$ cat src/rtl/mult_div_unit.sv
// Iterative signed multiply (radix-2 Booth) and signed divide (restoring on magnitudes)
// for the HI/LO register path; one iteration per cycle, 32 iterations per operation.
module mult_div_unit (
  input  logic        clk,
  input  logic        reset,
  input  logic        start_mult,
  input  logic        start_div,
  input  logic [31:0] a,
  input  logic [31:0] b,
  output logic [31:0] hi,
  output logic [31:0] lo,
  output logic        busy,
  output logic        done,
  output logic        div_zero,
  output logic [1:0]  dbg_state_o
);

  // Handshake: start_mult/start_div are single-cycle requests sampled when the
  // unit can accept (IDLE, or the FINISH cycle that returns to IDLE); there is no
  // ready signal and no queuing, so a request arriving while busy is dropped.
  // done and div_zero are one-cycle registered pulses with no back-pressure.

  typedef enum logic [1:0] {
    IDLE   = 2'd0,
    MULT   = 2'd1,
    DIV    = 2'd2,
    FINISH = 2'd3
  } state_t;

  state_t      state_q;
  logic [5:0]  count_q;
  logic [32:0] acc_q;      // Booth upper half, or partial remainder
  logic [31:0] q_q;        // Booth multiplier / low product, or quotient
  logic [31:0] m_q;        // multiplicand, or divisor magnitude
  logic        q1_q;       // Booth q(-1) bit
  logic        neg_quo_q;
  logic        neg_rem_q;
  logic [31:0] hi_q;
  logic [31:0] lo_q;
  logic        busy_q;
  logic        done_q;
  logic        dz_q;

  logic [32:0] m_ext;
  logic [32:0] booth_sum;
  logic [32:0] rem_sh;
  logic [32:0] trial;
  logic [32:0] rem_n;
  logic [31:0] quo_n;
  logic [31:0] quo_fix;
  logic [31:0] rem_fix;
  logic [31:0] a_mag;
  logic [31:0] b_mag;
  logic        last_iter;
  logic        can_start;

  always_comb begin
    m_ext = {m_q[31], m_q};
    case ({q_q[0], q1_q})
      2'b01:   booth_sum = acc_q + m_ext;
      2'b10:   booth_sum = acc_q - m_ext;
      default: booth_sum = acc_q;
    endcase

    // Remainder never exceeds 2^32-1 after the shift, so bit 32 of the
    // trial subtraction is a reliable borrow flag.
    rem_sh = {acc_q[31:0], q_q[31]};
    trial  = rem_sh - {1'b0, m_q};
    if (!trial[32]) begin
      rem_n = trial;
      quo_n = {q_q[30:0], 1'b1};
    end else begin
      rem_n = rem_sh;
      quo_n = {q_q[30:0], 1'b0};
    end
    quo_fix = neg_quo_q ? (32'd0 - quo_n) : quo_n;
    rem_fix = neg_rem_q ? (32'd0 - rem_n[31:0]) : rem_n[31:0];

    a_mag     = a[31] ? (32'd0 - a) : a;
    b_mag     = b[31] ? (32'd0 - b) : b;
    last_iter = (count_q == 6'd31);
    can_start = (state_q == IDLE) || ((state_q == FINISH) && done_q);
  end

  always_ff @(posedge clk) begin
    if (reset) begin
      state_q   <= IDLE;
      count_q   <= 6'd0;
      acc_q     <= 33'd0;
      q_q       <= 32'd0;
      m_q       <= 32'd0;
      q1_q      <= 1'b0;
      neg_quo_q <= 1'b0;
      neg_rem_q <= 1'b0;
      hi_q      <= 32'd0;
      lo_q      <= 32'd0;
      busy_q    <= 1'b0;
      done_q    <= 1'b0;
      dz_q      <= 1'b0;
    end else begin
      done_q <= 1'b0;
      dz_q   <= 1'b0;

      case (state_q)
        IDLE: begin
        end
        MULT: begin
          acc_q <= {booth_sum[32], booth_sum[32:1]};
          q_q   <= {booth_sum[0], q_q[31:1]};
          q1_q  <= q_q[0];
          if (last_iter) state_q <= FINISH;
          else           count_q <= count_q + 6'd1;
        end
        DIV: begin
          if (last_iter) begin
            acc_q   <= {1'b0, rem_fix};
            q_q     <= quo_fix;
            state_q <= FINISH;
          end else begin
            acc_q   <= rem_n;
            q_q     <= quo_n;
            count_q <= count_q + 6'd1;
          end
        end
        FINISH: begin
          // First FINISH cycle publishes the result; the second returns to IDLE.
          if (!done_q) begin
            hi_q   <= acc_q[31:0];
            lo_q   <= q_q;
            done_q <= 1'b1;
          end else begin
            state_q <= IDLE;
            busy_q  <= 1'b0;
          end
        end
        default: state_q <= IDLE;
      endcase

      if (can_start && start_mult) begin
        state_q <= MULT;
        busy_q  <= 1'b1;
        count_q <= 6'd0;
        acc_q   <= 33'd0;
        q_q     <= b;
        m_q     <= a;
        q1_q    <= 1'b0;
      end else if (can_start && start_div) begin
        if (b == 32'd0) begin
          dz_q    <= 1'b1;
          state_q <= IDLE;
          busy_q  <= 1'b0;
        end else begin
          state_q   <= DIV;
          busy_q    <= 1'b1;
          count_q   <= 6'd0;
          acc_q     <= 33'd0;
          q_q       <= a_mag;
          m_q       <= b_mag;
          q1_q      <= 1'b0;
          neg_quo_q <= a[31] ^ b[31];
          neg_rem_q <= a[31];
        end
      end
    end
  end

  assign hi          = hi_q;
  assign lo          = lo_q;
  assign busy        = busy_q;
  assign done        = done_q;
  assign div_zero    = dz_q;
  assign dbg_state_o = state_q;

endmodule
$ cat config.mk
export PLATFORM = sky130hd
export DESIGN_NAME = mult_div_unit
export DESIGN_NICKNAME = d
export VERILOG_FILES = /design/src/rtl/mult_div_unit.sv
export SDC_FILE = /design/constraint.sdc
export NUM_CORES = 1
export LEC_CHECK = 0
export CAP_MARGIN = 20
export CORE_MARGIN = 2
export CORE_UTILIZATION = 59
export CTS_CLUSTER_DIAMETER = 100
export DETAILED_ROUTE_END_ITERATION = 10
export DONT_BUFFER_PORTS = 1
export GPL_ROUTABILITY_DRIVEN = 0
export HOLD_SLACK_MARGIN = 0.05
export PLACE_DENSITY = 0.77
export SYNTH_ARGS = -nofsm -noshare
export SYNTH_HDL_FRONTEND = slang
export SYNTH_SLANG_ARGS = --single-unit
$ cat constraint.sdc
create_clock -name clk -period 6.9 [get_ports clk]
set_input_delay 1.38 -clock clk [delete_from_list [all_inputs] [get_ports clk]]
set_output_delay 1.38 -clock clk [all_outputs]
set_load 0.005 [all_outputs]
-- Word-level counts from Yosys, hierarchy flattened
Cells that the tools add are included.
- output and inout port bits: 69
- logic and storage cells: 99
- input bits: 68
- flip-flop bits (word level): 175
- multiplexer cells: 39
- $add $sub $neg: 8
- bitwise operators: 6
- reductions and logical operators: 21
- equal/unequal tests: 11
- operators by type and width (kind ; number):
    32-bit 2-to-1 mux ; 11
    33-bit 2-to-1 mux ; 4
    33-bit case mux with 2 select lines ; 2
    1-bit by 32-bit subtractor with 32-bit output (first input constant) ; 4
    32-bit case mux with 2 select lines ; 1
    33-bit adder ; 1
    33-bit by 32-bit subtractor with 33-bit output ; 1
    33-bit subtractor ; 1
    32-bit logical NOT ; 1
    6-bit 2-to-1 mux ; 4
    1-bit 2-to-1 mux ; 12
    3-bit AND reduction ; 3
    3-bit nonzero test ; 3
    2-bit 2-to-1 mux ; 4
    6-bit by 1-bit adder with 6-bit output (second input constant) ; 1
    2-bit == test (second input constant) ; 3
    6-bit by 5-bit == test with 1-bit output (second input constant) ; 1
    2-bit AND reduction ; 3
    2-bit OR reduction ; 3
    1-bit inverter ; 5
    2-bit by 1-bit == test with 1-bit output (second input constant) ; 2
    4-bit by 1-bit != test with 1-bit output (second input constant) ; 1
    4-bit by 2-bit != test with 1-bit output (second input constant) ; 1
    2-bit case mux with 2 select lines ; 1
    10 further kinds ; 12

-- Depth between registers and ports, before layout
Gate-level depths: netlist of the first run.
- word-level depth: 9
- depth in mapped cells: 30
- mapped depth without buffers: 26

-- Worst setup path before layout of the first run
Ideal clock, no wire load.
- path kind: flip-flop to flip-flop
- start point: register m_q[5]
- end point: register acc_q[24]
- setup slack: -0.117 ns
- path buffers: 7
- data arrival time: 6.880 ns
- required time: 6.763 ns
- clock period less this slack: 7.017 ns
- cell stages (with the launch flop): 30
- library setup time: 0.137 ns
- path through: dfxtp_1 inv_1 ha_1 a21o_1 a211o_1 o21a_1 o21a_1 or4_1 a31oi_1 nor2b_1 o21ai_0 nand2b_1 ha_1 clkbuf_1 clkbuf_1 clkbuf_1 buf_1 buf_2 buf_1 buf_2 nand2_1 o21ai_0 ha_1 nand4_1 nor4b_1 nor3b_1 and4_1 a21oi_1 mux2i_1 a31oi_1
- word-level cells in the longest chain between the ends: 8
- elaborated cells on any way between the ends: 11
- those cells by class: add/sub: 4; mux: 7
- RTL lines (item ; line ; text):
    from (decl) ; 34 ; logic [31:0] m_q;
    from (signal assigned) ; 158 ; m_q <= b_mag;
    33-bit by 32-bit subtractor with 33-bit output ; 68 ; trial = rem_sh - {1'b0, m_q};
    33-bit 2-to-1 mux ; 69 ; if (!trial[32]) begin
    1-bit by 32-bit subtractor with 32-bit output ; 77 ; rem_fix = neg_rem_q ? (32'd0 - rem_n[31:0]) : rem_n[31:0];
    32-bit 2-to-1 mux ; 77 ;
    33-bit 2-to-1 mux ; 115 ; if (last_iter) begin
    33-bit case mux with 2 select lines (*) ; 104 ; case (state_q)
    33-bit 2-to-1 mux ; 148 ; if (b == 32'd0) begin
    33-bit 2-to-1 mux (*) ; 147 ; end else if (can_start && start_div) begin
    to (signal assigned) ; 108 ; acc_q <= {booth_sum[32], booth_sum[32:1]};
    to (signal assigned) ; 116 ; acc_q <= {1'b0, rem_fix};
    to (signal assigned) ; 120 ; acc_q <= rem_n;
    to (decl) ; 32 ; logic [32:0] acc_q;
Mark *: on every way between the ends. The rest lies on a longest branch, timed or not.
A chain may end at the register's enable or synchronous reset.

-- Worst setup path in the final report of the first run
- start point: register m_q[5]
- end point: register acc_q[31]
Same word-level chain as after synthesis.

==> results of run 1 <==
[sequential cells by signal, summed over array words and instances (netlist names), 2 cells and up]
name         flops
acc_q           33
count_q          6
dbg_state_o      2
hi              32
lo              32
m_q             32
q_q             32
[final cells by class]
class                   count  area share (%)
multi-input cells        1729           68.38
flip-flops and latches    175           22.19
clock buffers              17           2.695
well taps                 330           2.615
inverters                  78           1.854
clock inverters            15           1.268
repair buffers             21          0.9986
[cell usage after synthesis (16+ instances only)]
| cell type | n |
|---|---|
| and3_1 | 16 |
| nor2b_1 | 22 |
| inv_1 | 78 |
| ha_1 | 77 |
| o31ai_1 | 22 |
| a31oi_1 | 49 |
| nand4_1 | 18 |
| dfxtp_1 | 175 |
| xnor2_1 | 90 |
| a21o_1 | 19 |
| a21oi_1 | 235 |
| nand2b_1 | 20 |
| nand2_1 | 309 |
| a22oi_1 | 25 |
| clkbuf_1 | 135 |
| nand3_1 | 42 |
| xor2_1 | 92 |
| o211ai_1 | 31 |
| nor3_1 | 49 |
| nor2_1 | 178 |
| a211oi_1 | 60 |
| o21ai_0 | 124 |
| a221oi_1 | 30 |
| or3_1 | 19 |
[worst reg2reg max path, cell delays in order (launching register included)]
cell	delay, ns
dfxtp_1	0.41
inv_1	0.08
ha_1	0.35
a21o_1	0.20
a211o_1	0.29
o21a_1	0.28
o21a_1	0.26
or4_1	0.48
a31oi_1	0.26
nor2b_1	0.07
o21ai_0	0.15
nand2b_1	0.08
ha_2	0.40
inv_1	0.25
o31ai_1	0.47
nand3_1	0.17
or4b_1	0.67
nor3_2	0.26
nand4_1	0.35
o41ai_2	0.44
mux2i_1	0.12
a21o_1	0.15
[routing by layer]
layer / part of all wire [%] / wire length [um] / track usage, % / up-vias
met4: 4.6 / 2262 / 17.38 / 2
met2: 46 / 22170 / 58.52 / 813
met1: 40 / 19380 / 44.73 / 7525
li1: - / - / - / 7481
met3: 9.9 / 4824 / 7.475 / 173
met5: 0.031 / 15 / 0 / -
[power by group]
part	total (W)	switching, W	internal [W]
registers	0.00149	0.000310	0.00118
clock network	0.00104	0.000542	0.000501
logic	0.00501	0.00316	0.00185
total	0.00754	0.00401	0.00353
[cell families after synthesis]
kind of cell	after synthesis
AND/OR/NAND/NOR	757
AO/OA/AOI/OAI	691
buffers and inverters	225
XOR/XNOR	182
flip-flops	175
adder cells (fa/ha/maj)	79
multiplexers	20
[how the worst max path moves through the flow]
stage / start / to / slack, ns
floorplan: m_q[5]$_SDFFE_PP0P_ / acc_q[24]$_SDFF_PP0_ / 0.02
global placement: q_q[31]$_SDFF_PP0_ / q_q[26]$_SDFF_PP0_ / 0.92
detailed placement: m_q[5]$_SDFFE_PP0P_ / acc_q[31]$_SDFF_PP0_ / 0.77
CTS: m_q[5]$_SDFFE_PP0P_ / acc_q[31]$_SDFF_PP0_ / 0.75
global route: q_q[31]$_SDFF_PP0_ / q_q[26]$_SDFF_PP0_ / 0.16
finish: m_q[5]$_SDFFE_PP0P_ / acc_q[31]$_SDFF_PP0_ / 0.62
[through the flow]
step / hold WS (ns) / setup slack, ns
final: 0.4680 / 0.6199
after global placement: 0.4538 / 0.9223
after floorplan: 0.4489 / 0.02111
after global routing: 0.4917 / 0.1635
after detailed placement: 0.4595 / 0.7729
after CTS: 0.4702 / 0.7489
==> results.md, run 1 <==
* Final-layout setup total negative slack at 0 ns
* Setup crit start kind: flip-flop
* Main combinational cell family by area after synthesis: compound AO/OA/AOI/OAI gates
* TritonCTS Buffers at 17
* Final Routed Wirelength at 48650 um
* Post-route non-filler standard cell count at 2365
* Max Buffers Root-to-Sink at 2
* Crit. End Element: flip-flop
* Synth Net Count at 2276
* Post-synthesis cell type with the largest combined area: dfxtp_1
* Setup skew after layout at 0.02230 ns
* Post-CTS repair timing setup buffer count at 0
* Max Cap Violations at 0
* Outcome: finished, final reports clean
* Net count, final at 2169
* Synth Register Bits at 175
* Setup repair after global routing missed its margin: false
* Slowest Stage Delay on Critical Path at 0.67 ns
* Worst IR Drop VDD at 263.0 uV
* Worst path slowest cell: or4b_1
* Initial core utilization at 60.01%
* Compound-cell area share of the yosys netlist at 29.12%
* Worst hold path cell count at 2
* Summed area of non-filler cells in the final layout at 0.01579 mm2
* Utilization of the core after routing at 62.70%
* Top-Level Pins at 137
* Initial drt markers at 2024
* Buffer and inverter count on the worst path at 2
* FP Rows at 58
* Worst min-delay path class: flip-flop to flip-flop
* Unique masters post-synth at 78
* Synth async-reset ratio at 0%
* Count of flip-flops with a built-in enable after synthesis at 0
* Overflow left after global routing at 0
* Post-route clock period utilization at 91.02%
* Height of the die at 164.0 um
* Worst EP required at 7.26 ns
* Power after layout at 0.007544 W
* Post-DRT Antenna Nets at 0
* Netlist Area Pre-Place at 0.01511 mm2
* Total setup violations reported at the end of the flow at 0
* Vias in the first global route at 14842
* Global-route wire length before repair at 77510 um
* Startpoint of the most critical register-to-register path: m_q[5]$_SDFFE_PP0P_
* Number of input and output port buffers inserted at 0
* Core footprint at 0.02518 mm2
* Most used cells in the layout excluding fill and tap cells: 309 x nand2_1, 235 x a21oi_1, 177 x nor2_1
* Fill cell total of the finished layout at 2304
* Final Max Slew Viols at 0
* First-pass iteration count of the detailed router at 8
* Dpl cells at 2333
* Worst reg2reg setup slack at 0.62 ns
* Clock tree sinks at 175
* Mux share of post-synthesis cell area at 1.383%
* Area taken by multi-input logic gates at 0.01080 mm2
* H-tree Lvls at 4
* Number of design rule violations left after detail routing at 0
* List of cells traversed by the critical path: inv_1 > ha_1 > a21o_1 > a211o_1 > o21a_1 > o21a_1 > or4_1 > a31oi_1 > nor2b_1 > o21ai_0 > nand2b_1 > ha_2 > inv_1 > o31ai_1 > nand3_1 > or4b_1 > nor3_2 > nand4_1 > o41ai_2 > mux2i_1 > a21o_1
* Power density cells at 477.9 mW/mm2
* Top post-synthesis cells by area: dfxtp_1 23%, a21oi_1 7.8%, nand2_1 7.7%
* Share of synthesized area occupied by flip-flops and latches at 23.18%
* Later-pin clock latency in the skew report at 0.47 ns
* Pin slew with the least headroom to its limit at 1.123 ns
* Die Wd at 164.0 um
* Capture instance of the worst register-to-register path: acc_q[31]$_SDFF_PP0_
* Avg Inst Size Synth at 7.098 um2
* Yosys top cell area share at 23.18%
* Number of gates given a new drive strength after cts at 0
* XOR/XNOR share of the synthesized area at 10.55%
* TritonCTS clock tree: yes
* Critical Path Stages at 21
* Routed wirelength normalized by instance count at 20.57 um
* Hold-fix buffers, CTS at 0
* Top delay family on crit path: compound AO/OA/AOI/OAI gates
* Post-synth top flop: dfxtp_1
* Static Leakage at 5.941 nW
* Tightest slew margin relative to the limit at 25.06%
* Area growth syn-to-layout at 4.471%
* Maximum fanout encountered on the critical timing path at 13
* Seq. cell area at 0.003503 mm2
* Initial antenna violation count at 1
* Fraction of layout cells with a size suffix above 1 at 4.521%
* Total GRT Usage at 35.75%
* Startpoint of the most critical hold path: hi[17]$_SDFFE_PP0P_
* Achievable frequency at 159.2 MHz
* Cell at the root of the clock tree: clkbuf_16
* DP HPWL at 34300 um
* Antenna diodes at 0
* Total Die Area at 0.02691 mm2
* DR vias/cell at 6.763
* Most frequent standard cell in the layout excluding fill and tap cells: nand2_1
* Endpoints failing hold at 0
* Mapped Cells at 2129
* Time the final worst path needs with I/O delays and setup at 6.280 ns
* Cell area reported after detailed placement at 0.01516 mm2
* R2R depth at 21
* Worst hold endpoint: hi[17]$_SDFFE_PP0P_
* Largest net degree at the start of global routing at 135
* Total number of vias at 15994
* Adder and majority gate portion of the synthesized area at 6.640%
* Crit path arrival time at 6.64 ns
* Path type of the worst setup path: flip-flop to flip-flop
* Area fraction in and, or, nand and nor cells after synthesis at 23.51%
* Clock slew seen by the registers of the worst setup and hold paths at 0.08 ns
* Synth warn at 0
Power figures use the tool's default switching activity.
==> run 2: changes to the inputs <==
--- a/config.mk
+++ b/config.mk
@@ -5,6 +5,7 @@
 export SDC_FILE = /design/constraint.sdc
 export NUM_CORES = 1
 export LEC_CHECK = 0
+export ABC_AREA = 1
 export CAP_MARGIN = 20
 export CORE_MARGIN = 2
 export CORE_UTILIZATION = 59
==> results.md, run 2 <==
* Outcome: finished, final reports clean
* Global-route wire length before repair at 94990 um
* Post-route clock period utilization at 75.51%
* Worst hold path cell count at 2
* First-pass iteration count of the detailed router at 6
* Total number of vias at 19400
* Largest net degree at the start of global routing at 105
* Worst min-delay path class: flip-flop to flip-flop
* R2R depth at 27
* Most frequent standard cell in the layout excluding fill and tap cells: nand2_1
* Final Max Slew Viols at 0
* Pin slew with the least headroom to its limit at 0.9332 ns
* Startpoint of the most critical register-to-register path: m_q[13]$_SDFFE_PP0P_
* Netlist Area Pre-Place at 0.01648 mm2
* Initial core utilization at 59.65%
* Net count, final at 2882
* Post-DRT Antenna Nets at 0
* Unique masters post-synth at 59
* Summed area of non-filler cells in the final layout at 0.01728 mm2
* Yosys top cell area share at 21.26%
* Share of synthesized area occupied by flip-flops and latches at 21.26%
* Post-route worst setup slack at 1.690 ns
* Total Die Area at 0.02929 mm2
* DP HPWL at 47760 um
* Crit path arrival time at 5.54 ns
* Time the final worst path needs with I/O delays and setup at 5.210 ns
* Core footprint at 0.02763 mm2
* Most used cells in the layout excluding fill and tap cells: 665 x nand2_1, 390 x inv_1, 274 x a21oi_1
* Dpl cells at 3093
* Achievable frequency at 191.9 MHz
* DR vias/cell at 6.204
* Worst hold endpoint: count_q[1]$_SDFF_PP0_
* Worst path slowest cell: inv_2
* Most repeated cell in the gate-level netlist after synthesis: nand2_1
* Flip-flop count of the largest register after layout at 33
* Maximum fanout encountered on the critical timing path at 37
* Hold-fix buffers, CTS at 0
* Vias in the first global route at 17730
* Final-layout setup total negative slack at 0 ns
* Setup crit start kind: flip-flop
* Setup repair after global routing missed its margin: false
* Max Cap Violations at 0
* Number of gates given a new drive strength after cts at 0
* Clock tree sinks at 175
* Initial antenna violation count at 1
* TritonCTS clock tree: yes
* Most frequent cell on the critical path: nand2_1
* Post-CTS repair timing setup buffer count at 0
* Fraction of layout cells with a size suffix above 1 at 4.585%
* Tightest slew margin relative to the limit at 37.79%
* Cell area reported after detailed placement at 0.01661 mm2
* Area growth syn-to-layout at 4.821%
* Capture instance of the worst register-to-register path: q_q[28]$_SDFF_PP0_
* Utilization of the core after routing at 62.53%
* Clock slew seen by the registers of the worst setup and hold paths at 0.09 ns
* Height of the die at 171.1 um
* Number of design rule violations left after detail routing at 0
* Fill cell total of the finished layout at 2652
* Later-pin clock latency in the skew report at 0.47 ns
* Count of flip-flops with a built-in enable after synthesis at 0
* Setup skew after layout at 0.01579 ns
* Crit. End Element: flip-flop
* Startpoint of the most critical hold path: count_q[1]$_SDFF_PP0_
* FP Rows at 61
* Max Buffers Root-to-Sink at 2
* Pre-CTS setup slack at 1.930 ns
* Post-route non-filler standard cell count at 3127
* Cell at the root of the clock tree: clkbuf_16
* Avg Inst Size Synth at 5.872 um2
* Path type of the worst setup path: flip-flop to flip-flop
* Post-synth top flop: dfxtp_1
* Worst IR Drop VDD at 769.7 uV
* Static Leakage at 8.204 nW
* Register with the highest flop count: acc_q
* Worst reg2reg setup slack at 1.69 ns
* Number of input and output port buffers inserted at 0
* Synth async-reset ratio at 0%
* Total setup violations reported at the end of the flow at 0
* Total GRT Usage at 42.22%
* Initial drt markers at 2411
* Top post-synthesis cells by area: dfxtp_1 21%, nand2_1 15%, inv_1 8.9%
* Synth warn at 0
* Synth Register Bits at 175
* Worst EP required at 7.23 ns
* Final Routed Wirelength at 62280 um
* Routed wirelength normalized by instance count at 19.92 um
* Slowest Stage Delay on Critical Path at 0.48 ns
* Mapped Cells at 2807
* Overflow left after global routing at 0
* Synth Net Count at 2954
* Endpoints failing hold at 0
* Die Wd at 171.1 um
* TritonCTS Buffers at 17
* H-tree Lvls at 4
* Power density cells at 587.6 mW/mm2
* Post-synthesis cell type with the largest combined area: dfxtp_1
* Most instantiated cells after synthesis: 665 x nand2_1, 391 x inv_1, 274 x a21oi_1, 274 x nor2_1, 250 x o21ai_0
* Top-Level Pins at 137
-- run 2: metrics by stage --
stage | total power, W | hold WS, ns
final | 0.01015 | 0.4920
after detailed placement | 0.008752 | 0.4774
after CTS | 0.009825 | 0.4904
after global placement | 0.008603 | 0.4708
after global routing | 0.01094 | 0.5086
after floorplan | 0.006893 | 0.4411
-- run 2: worst max-delay path by stage --
| stage | from | to | slack, ns | cells past startpoint |
|---|---|---|---|---|
| CTS | q_q[31]$_SDFF_PP0_ | q_q[30]$_SDFF_PP0_ | 1.89 | 31 |
| global placement | q_q[31]$_SDFF_PP0_ | q_q[30]$_SDFF_PP0_ | 2.06 | 31 |
| floorplan | q_q[31]$_SDFF_PP0_ | q_q[30]$_SDFF_PP0_ | 2.61 | 33 |
| finish | m_q[13]$_SDFFE_PP0P_ | q_q[28]$_SDFF_PP0_ | 1.69 | 27 |
| detailed placement | q_q[31]$_SDFF_PP0_ | q_q[30]$_SDFF_PP0_ | 1.93 | 31 |
| global route | m_q[13]$_SDFFE_PP0P_ | q_q[30]$_SDFF_PP0_ | 1.31 | 31 |
-- run 2: logic make-up (layout without fill, tap and decap cells) --
| kind of cell | after synthesis | count (layout) | share of synthesized area (%) |
|---|---|---|---|
| adder cells (fa/ha/maj) | 79 | 79 | 6.088 |
| XOR/XNOR | 80 | 80 | 4.251 |
| AO/OA/AOI/OAI | 688 | 688 | 22.95 |
| flip-flops | 175 | 175 | 21.26 |
| buffers and inverters | 512 | 453 | 12.18 |
| other | 0 | 1 | 0 |
| AND/OR/NAND/NOR | 1273 | 1273 | 33.27 |
-- run 2: where the power goes --
| group | leakage, nW | switching [W] | internal [W] |
|---|---|---|---|
| logic | 6.46 | 0.00534 | 0.00213 |
| registers | 1.43 | 0.000349 | 0.00127 |
| clock network | 0.309 | 0.000556 | 0.000512 |
-- run 2: worst max-delay path: cells and delay by family (launching register included) --
family | cells | cell delay (ns)
flops | 1 | 0.47
compound gates | 6 | 0.99
buf+inv | 4 | 0.95
fa+ha+maj | 3 | 0.92
simple gates | 14 | 1.71
-- run 2: metal layers --
layer	part of all wire [%]	global-route usage (%)	up-vias	wire, um
li1	-	-	9121	-
met1	35	46.47	8626	22050
met2	43	65.73	1282	26770
met3	10	10.34	371	6462
met4	11	41.53	0	6995
met5	0	0	-	0
-- run 2: area by class of cell --
| cell class | count | area [um2] | area share, % |
|---|---|---|---|
| clock buffers | 17 | 425.4 | 2.462 |
| multi-input cells | 2120 | 10990 | 63.59 |
| clock inverters | 15 | 215.2 | 1.246 |
| well taps | 378 | 473.0 | 2.738 |
| flip-flops and latches | 175 | 3503 | 20.28 |
| inverters | 402 | 1509 | 8.734 |
| diodes | 1 | 2.502 | 0.01448 |
| repair buffers | 19 | 162.7 | 0.9415 |
